<file path="config.mk">
export PLATFORM = sky130hd
export DESIGN_NAME = spi_master
export DESIGN_NICKNAME = d
export VERILOG_FILES = /design/src/rtl/spi_master.sv
export SDC_FILE = /design/constraint.sdc
export NUM_CORES = 1
export LEC_CHECK = 0
export BUFFER_PORTS_ARGS = -buffer_cell sky130_fd_sc_hd__buf_4
export CAP_MARGIN = 20
export CORE_ASPECT_RATIO = 1.25
export CORE_MARGIN = 4
export CORE_UTILIZATION = 50
export CTS_CLUSTER_DIAMETER = 30
export CTS_CLUSTER_SIZE = 20
export DETAILED_ROUTE_END_ITERATION = 12
export PLACE_DENSITY = 0.77
export RECOVER_POWER = 25
export SLEW_MARGIN = 10
export SYNTH_ARGS = -nofsm -noshare
export SYNTH_HDL_FRONTEND = slang
export SYNTH_SLANG_ARGS = --single-unit
</file>
<file path="constraint.sdc">
create_clock -name clk -period 2.5 [get_ports clk]
set_input_delay 0.125 -clock clk [delete_from_list [all_inputs] [get_ports clk]]
set_output_delay 0.125 -clock clk [all_outputs]
set_load 0.01 [all_outputs]
</file>
<file path="src/rtl/spi_master.sv">
// SPI mode-0 master: one byte per request, MSB first, with optional chip-select hold
// between bytes and a guaranteed minimum deselect time before returning to idle.
module spi_master #(
   parameter int unsigned CLK_DIV = 4
) (
   input  logic       clk,
   input  logic       rst_n,
   input  logic [7:0] tx_data,
   input  logic       tx_valid,
   output logic       tx_ready,
   input  logic       hold_cs,
   output logic [7:0] rx_data,
   output logic       rx_valid,
   output logic       busy,
   output logic       spi_sclk,
   output logic       spi_cs_n,
   output logic       spi_mosi,
   input  logic       spi_miso
);

   typedef enum logic [1:0] {IDLE, XFER, HOLD, DESEL} state_t;

   localparam logic [7:0] DIV_LAST = 8'(CLK_DIV - 1);

   state_t     state, state_nxt;
   logic       ready_en;
   logic [7:0] div_cnt;
   logic [2:0] bit_cnt;
   logic [6:0] tx_shift;   // bits still to send after the one on spi_mosi
   logic [6:0] rx_shift;   // bits received so far; the 8th goes straight to rx_data
   logic [1:0] miso_sync;
   logic       div_end;
   logic       accept;
   logic       byte_end;

   assign div_end  = (div_cnt == DIV_LAST);
   assign tx_ready = ready_en && ((state == IDLE) || (state == HOLD));
   assign accept   = tx_valid && tx_ready;
   assign byte_end = (state == XFER) && div_end && spi_sclk && (bit_cnt == 3'd0);
   assign busy     = (state != IDLE);

   always_ff @(posedge clk or negedge rst_n) begin
      if (!rst_n) state <= IDLE;
      else        state <= state_nxt;
   end

   // Every byte ends in HOLD for at least one cycle: that is the rx_valid cycle in which
   // hold_cs is sampled, and a pending request there wins over a falling hold_cs.
   always_comb begin
      // NOTE: default first so every path assigns state_nxt and no latch is inferred.
      state_nxt = state;
      case (state)
         IDLE:    if (accept) state_nxt = XFER;
         XFER:    if (byte_end) state_nxt = HOLD;
         HOLD: begin
            if (accept)        state_nxt = XFER;
            else if (!hold_cs) state_nxt = DESEL;
         end
         DESEL:   if (div_end) state_nxt = IDLE;
         default: state_nxt = IDLE;
      endcase
   end

   always_ff @(posedge clk or negedge rst_n) begin
      if (!rst_n) begin
         ready_en  <= 1'b0;
         div_cnt   <= '0;
         bit_cnt   <= '0;
         tx_shift  <= '0;
         rx_shift  <= '0;
         rx_data   <= '0;
         rx_valid  <= 1'b0;
         spi_sclk  <= 1'b0;
         spi_cs_n  <= 1'b1;
         spi_mosi  <= 1'b0;
         miso_sync <= '0;
      end else begin
         // NOTE: non-blocking throughout so every flop samples pre-edge values.
         ready_en  <= 1'b1;
         miso_sync <= {miso_sync[0], spi_miso};
         rx_valid  <= 1'b0;

         if ((state == XFER) || (state == DESEL)) div_cnt <= div_end ? 8'd0 : div_cnt + 8'd1;
         else                                     div_cnt <= '0;

         if (accept) begin
            tx_shift <= tx_data[6:0];
            spi_mosi <= tx_data[7];
            spi_cs_n <= 1'b0;
            spi_sclk <= 1'b0;
            bit_cnt  <= 3'd7;
         end else begin
            case (state)
               XFER: begin
                  if (div_end && !spi_sclk) begin
                     spi_sclk <= 1'b1;
                  end else if (div_end) begin
                     // Last cycle of a high phase: capture MISO, then drop SCK.
                     spi_sclk <= 1'b0;
                     rx_shift <= {rx_shift[5:0], miso_sync[1]};
                     if (bit_cnt == 3'd0) begin
                        rx_valid <= 1'b1;
                        rx_data  <= {rx_shift, miso_sync[1]};
                     end else begin
                        bit_cnt  <= bit_cnt - 3'd1;
                        spi_mosi <= tx_shift[6];
                        tx_shift <= {tx_shift[5:0], 1'b0};
                     end
                  end
               end
               HOLD:    if (!hold_cs) spi_cs_n <= 1'b1;
               default: ;
            endcase
         end
      end
   end

endmodule

</file>
==> reports/qor.csv <==
metric,value,unit
run status,"finished, final reports clean",
initial core utilization,52.14,%
Net Sw Frac,30.36,%
TritonCTS Sinks,42,
worst setup path category,register to register,
first-pass GRT wire length,5892,um
sequential share of power,43.4,%
setup ws final,0.4673,ns
CTS tree,yes,
drt pass-1 iters,4,
gp weighted congestion,0.8249,
"Hold Vio Cnt, Final",0,
combinational power share,29.1,%
Layout Nets,210,
synthesized area,0.001832,mm^2
Max Clk Rate,492.0,MHz
ant diodes,0,
vias in the first global route,1312,
CP Capture Type,register,
ys flop type,dfrtp_1,
"setup slack, reg-to-reg",0.47,ns
post-synthesis async set-or-reset flop share,100.0,%
PD cells,1043,mW/mm^2
Post-DRT Antenna Nets,0,
register area,0.001052,mm^2
multi-input combinational cell area,745.7,um^2
Int Pwr,1.637,mW
FF-to-FF Start,div_cnt[0],
synth warn,0,
I/O Pins,27,
CTS buffer count,5,
Total GRT Usage,15.60,%
Core Rows,24,
"Largest delay share family, worst path",simple AND/OR/NAND/NOR gates,
crit path from,div_cnt[0],
die height,75.67,um
GRT overflow,0,
max incr delay on CP,0.39,ns
Net Switching,0.7138,mW
CP max stage cell,mux2_2,
area grow syn2layout,23.09,%
Hold Crit Class,input port to register,
largest fanout on the critical path,8,
syn_area_per_cell,11.59,um^2
DR iter-0 viols,51,
final setup skew,0.008106,ns
routed vias,1317,
root buf cell,clkbuf_8,
DPL Wire Length,2406,um
clk_lat worst skew,0.29,ns
DR WL/cell,14.44,um
Synth Register Bits,42,
largest net degree at the start of global routing,43,
initial antenna violation count,0,
die width,62.14,um
register area share after synthesis,57.45,%
Slew Limit Fails,0,
Clk pwr share,27.5,%
Remaining DRCs,0,
setup total negative slack,0,ns
RSZ-0062 raised after global routing,false,
Post-Syn Nets,174,
Post-Syn Instances,158,
unique cell type count in the Yosys netlist,37,
CP Data Arrival Time,2.21,ns
fin crit share,81.31,%
Clock Pin Slew Worst Setup and Hold Paths,0.08,ns
Worst setup SP type,register,
Slew HR,32.79,%
MaxCap Viol Count,0,
minimum clock period,2.033,ns
Worst-Margin Slew,1.008,ns
Total Die Area,0.004702,mm^2
buffers added on ports,26,
vias per inst,5.628,
FILL cells,300,
CTS H-tree depth,2,
crit path buf inv count,1,
# setup viols final,0,
clk buf depth,2,
total core area,0.003513,mm^2
hold wc startpoint,tx_data[0],
Max IR drop VDD,0.6406,mV
share of post-route cells with drive strength above 1,30.77,%
post-cts gate resize count,0,
Post-synth EDFFs,0,
DP Worst Slack,0.4439,ns
"critical path, cell by cell","ha_1, nor4b_1, buf_4, nand3_1, nor2_2, mux2_2",
Pleak,1.087,nW
WP data required,2.67,ns
total routed wirelength,3378,um
## power by group through the flow
stage / Sequential [mW] / Clock [mW] / Combinational (mW)
after floorplan: 0.985 / 0 / 0.499
after global placement: 1.02 / 0 / 0.660
after detailed placement: 1.03 / 0 / 0.691
after CTS: 1.02 / 0.661 / 0.694
after global routing: 1.05 / 0.684 / 0.771
final: 1.02 / 0.646 / 0.685
## synth_stat cells, drive strengths merged, types with 2 or more instances
cell,number,area (um^2)
dfrtp,41,1026
or4b,2,23.77
nor3,10,50.05
nor4b,2,32.53
a31oi,7,43.79
and3b,3,26.28
clkbuf,3,11.26
nor2b,3,18.77
ha,3,37.54
xnor2,6,52.55
inv,4,15.01
a21oi,4,20.02
o21ai,3,15.01
and2,2,12.51
nand2,19,71.32
or2,2,12.52
nand4,2,12.51
mux2,15,168.9
nand3,4,20.02
nor2,11,43.80
## cell usage in the layout (no fill, tap or decap), types with 2 or more instances in the layout
cell type      instances
nor2b_1                3
bufinv_16              2
and2_1                 2
a21oi_1                4
nand2_1               19
buf_4                 29
nor3_1                10
mux2_2                15
ha_1                   3
o21ai_0                2
inv_1                  4
dfrtp_1               41
xnor2_1                6
nand3_1                4
nand4_1                2
nor2_1                10
dlygate4sd3_1          2
and3b_1                3
clkbuf_8               6
a31oi_1                7
## path summary, 6_finish.rpt
path / endpoint / cells past startpoint
max in group asynchronous: state[0] / 2
worst max-delay path: rx_data[1] / 6
worst min register to register: miso_sync[1] / 0
worst max register to register: rx_data[1] / 6
worst min-delay path: tx_shift[0] / 3
min in group asynchronous: bit_cnt[1] / 2
## sequential cells by signal, summed over array words and instances (netlist names)
| signal | count |
|---|---|
| bit_cnt | 3 |
| div_cnt | 8 |
| miso_sync | 2 |
| ready_en | 1 |
| rx_data | 8 |
| rx_shift | 7 |
| rx_valid | 1 |
| spi_cs_n | 1 |
| spi_mosi | 1 |
| spi_sclk | 1 |
| state | 2 |
| tx_shift | 7 |
## tightest hold or removal path, cell delays in order
cell and delay, ns:
buf_4 0.07, nand2_1 0.05, o21ai_1 0.07
## cells by family after synthesis
family,Yosys count,synth area share (%)
and+or+nand+nor,63,18.79
buffers and inverters,8,1.844
muxes,15,9.221
xor gates and xnor gates,7,3.347
AOI/OAI and AO/OA,19,7.104
other,1,0.2047
adders and majority gates,3,2.049
DFF,42,57.45
## cell type report
cell class,instances,share of cell area [%]
Inverter,4,0.6659
Timing Repair Buffer,33,11.10
Tap cell,39,2.164
Sequential cell,42,46.67
Clock inverter,2,2.664
Clock buffer,6,3.663
Multi-Input combinational cell,108,33.07
## through the flow
stage	utilization, %	hold WS [ns]	instances	instance area [um^2]	power, mW
2_1_floorplan	-	-0.1706	158	1832	1.484
3_5_place_dp	59.62	0.1365	224	2095	1.723
3_3_place_gp	59.62	0.1296	224	2095	1.678
4_1_cts	64.24	0.06570	234	2257	2.375
6_report	64.17	0.06198	234	2255	2.351
5_1_grt	64.17	0.1009	234	2255	2.504
## metal layers
metal	vias to the layer above	GRT usage, %	share of wire (%)
li1	624	-	-
met5	-	0	0
met1	647	19.02	43
met3	10	2.950	4.3
met4	0	6.988	1.5
met2	36	27.19	51
## timing repair
item	CTS	global route
hold endpoints to repair	42	0
buffers inserted	0	0
hold buffers	2	0
setup endpoints to repair	0	0
No activity file was read; power rests on OpenSTA's default activity.
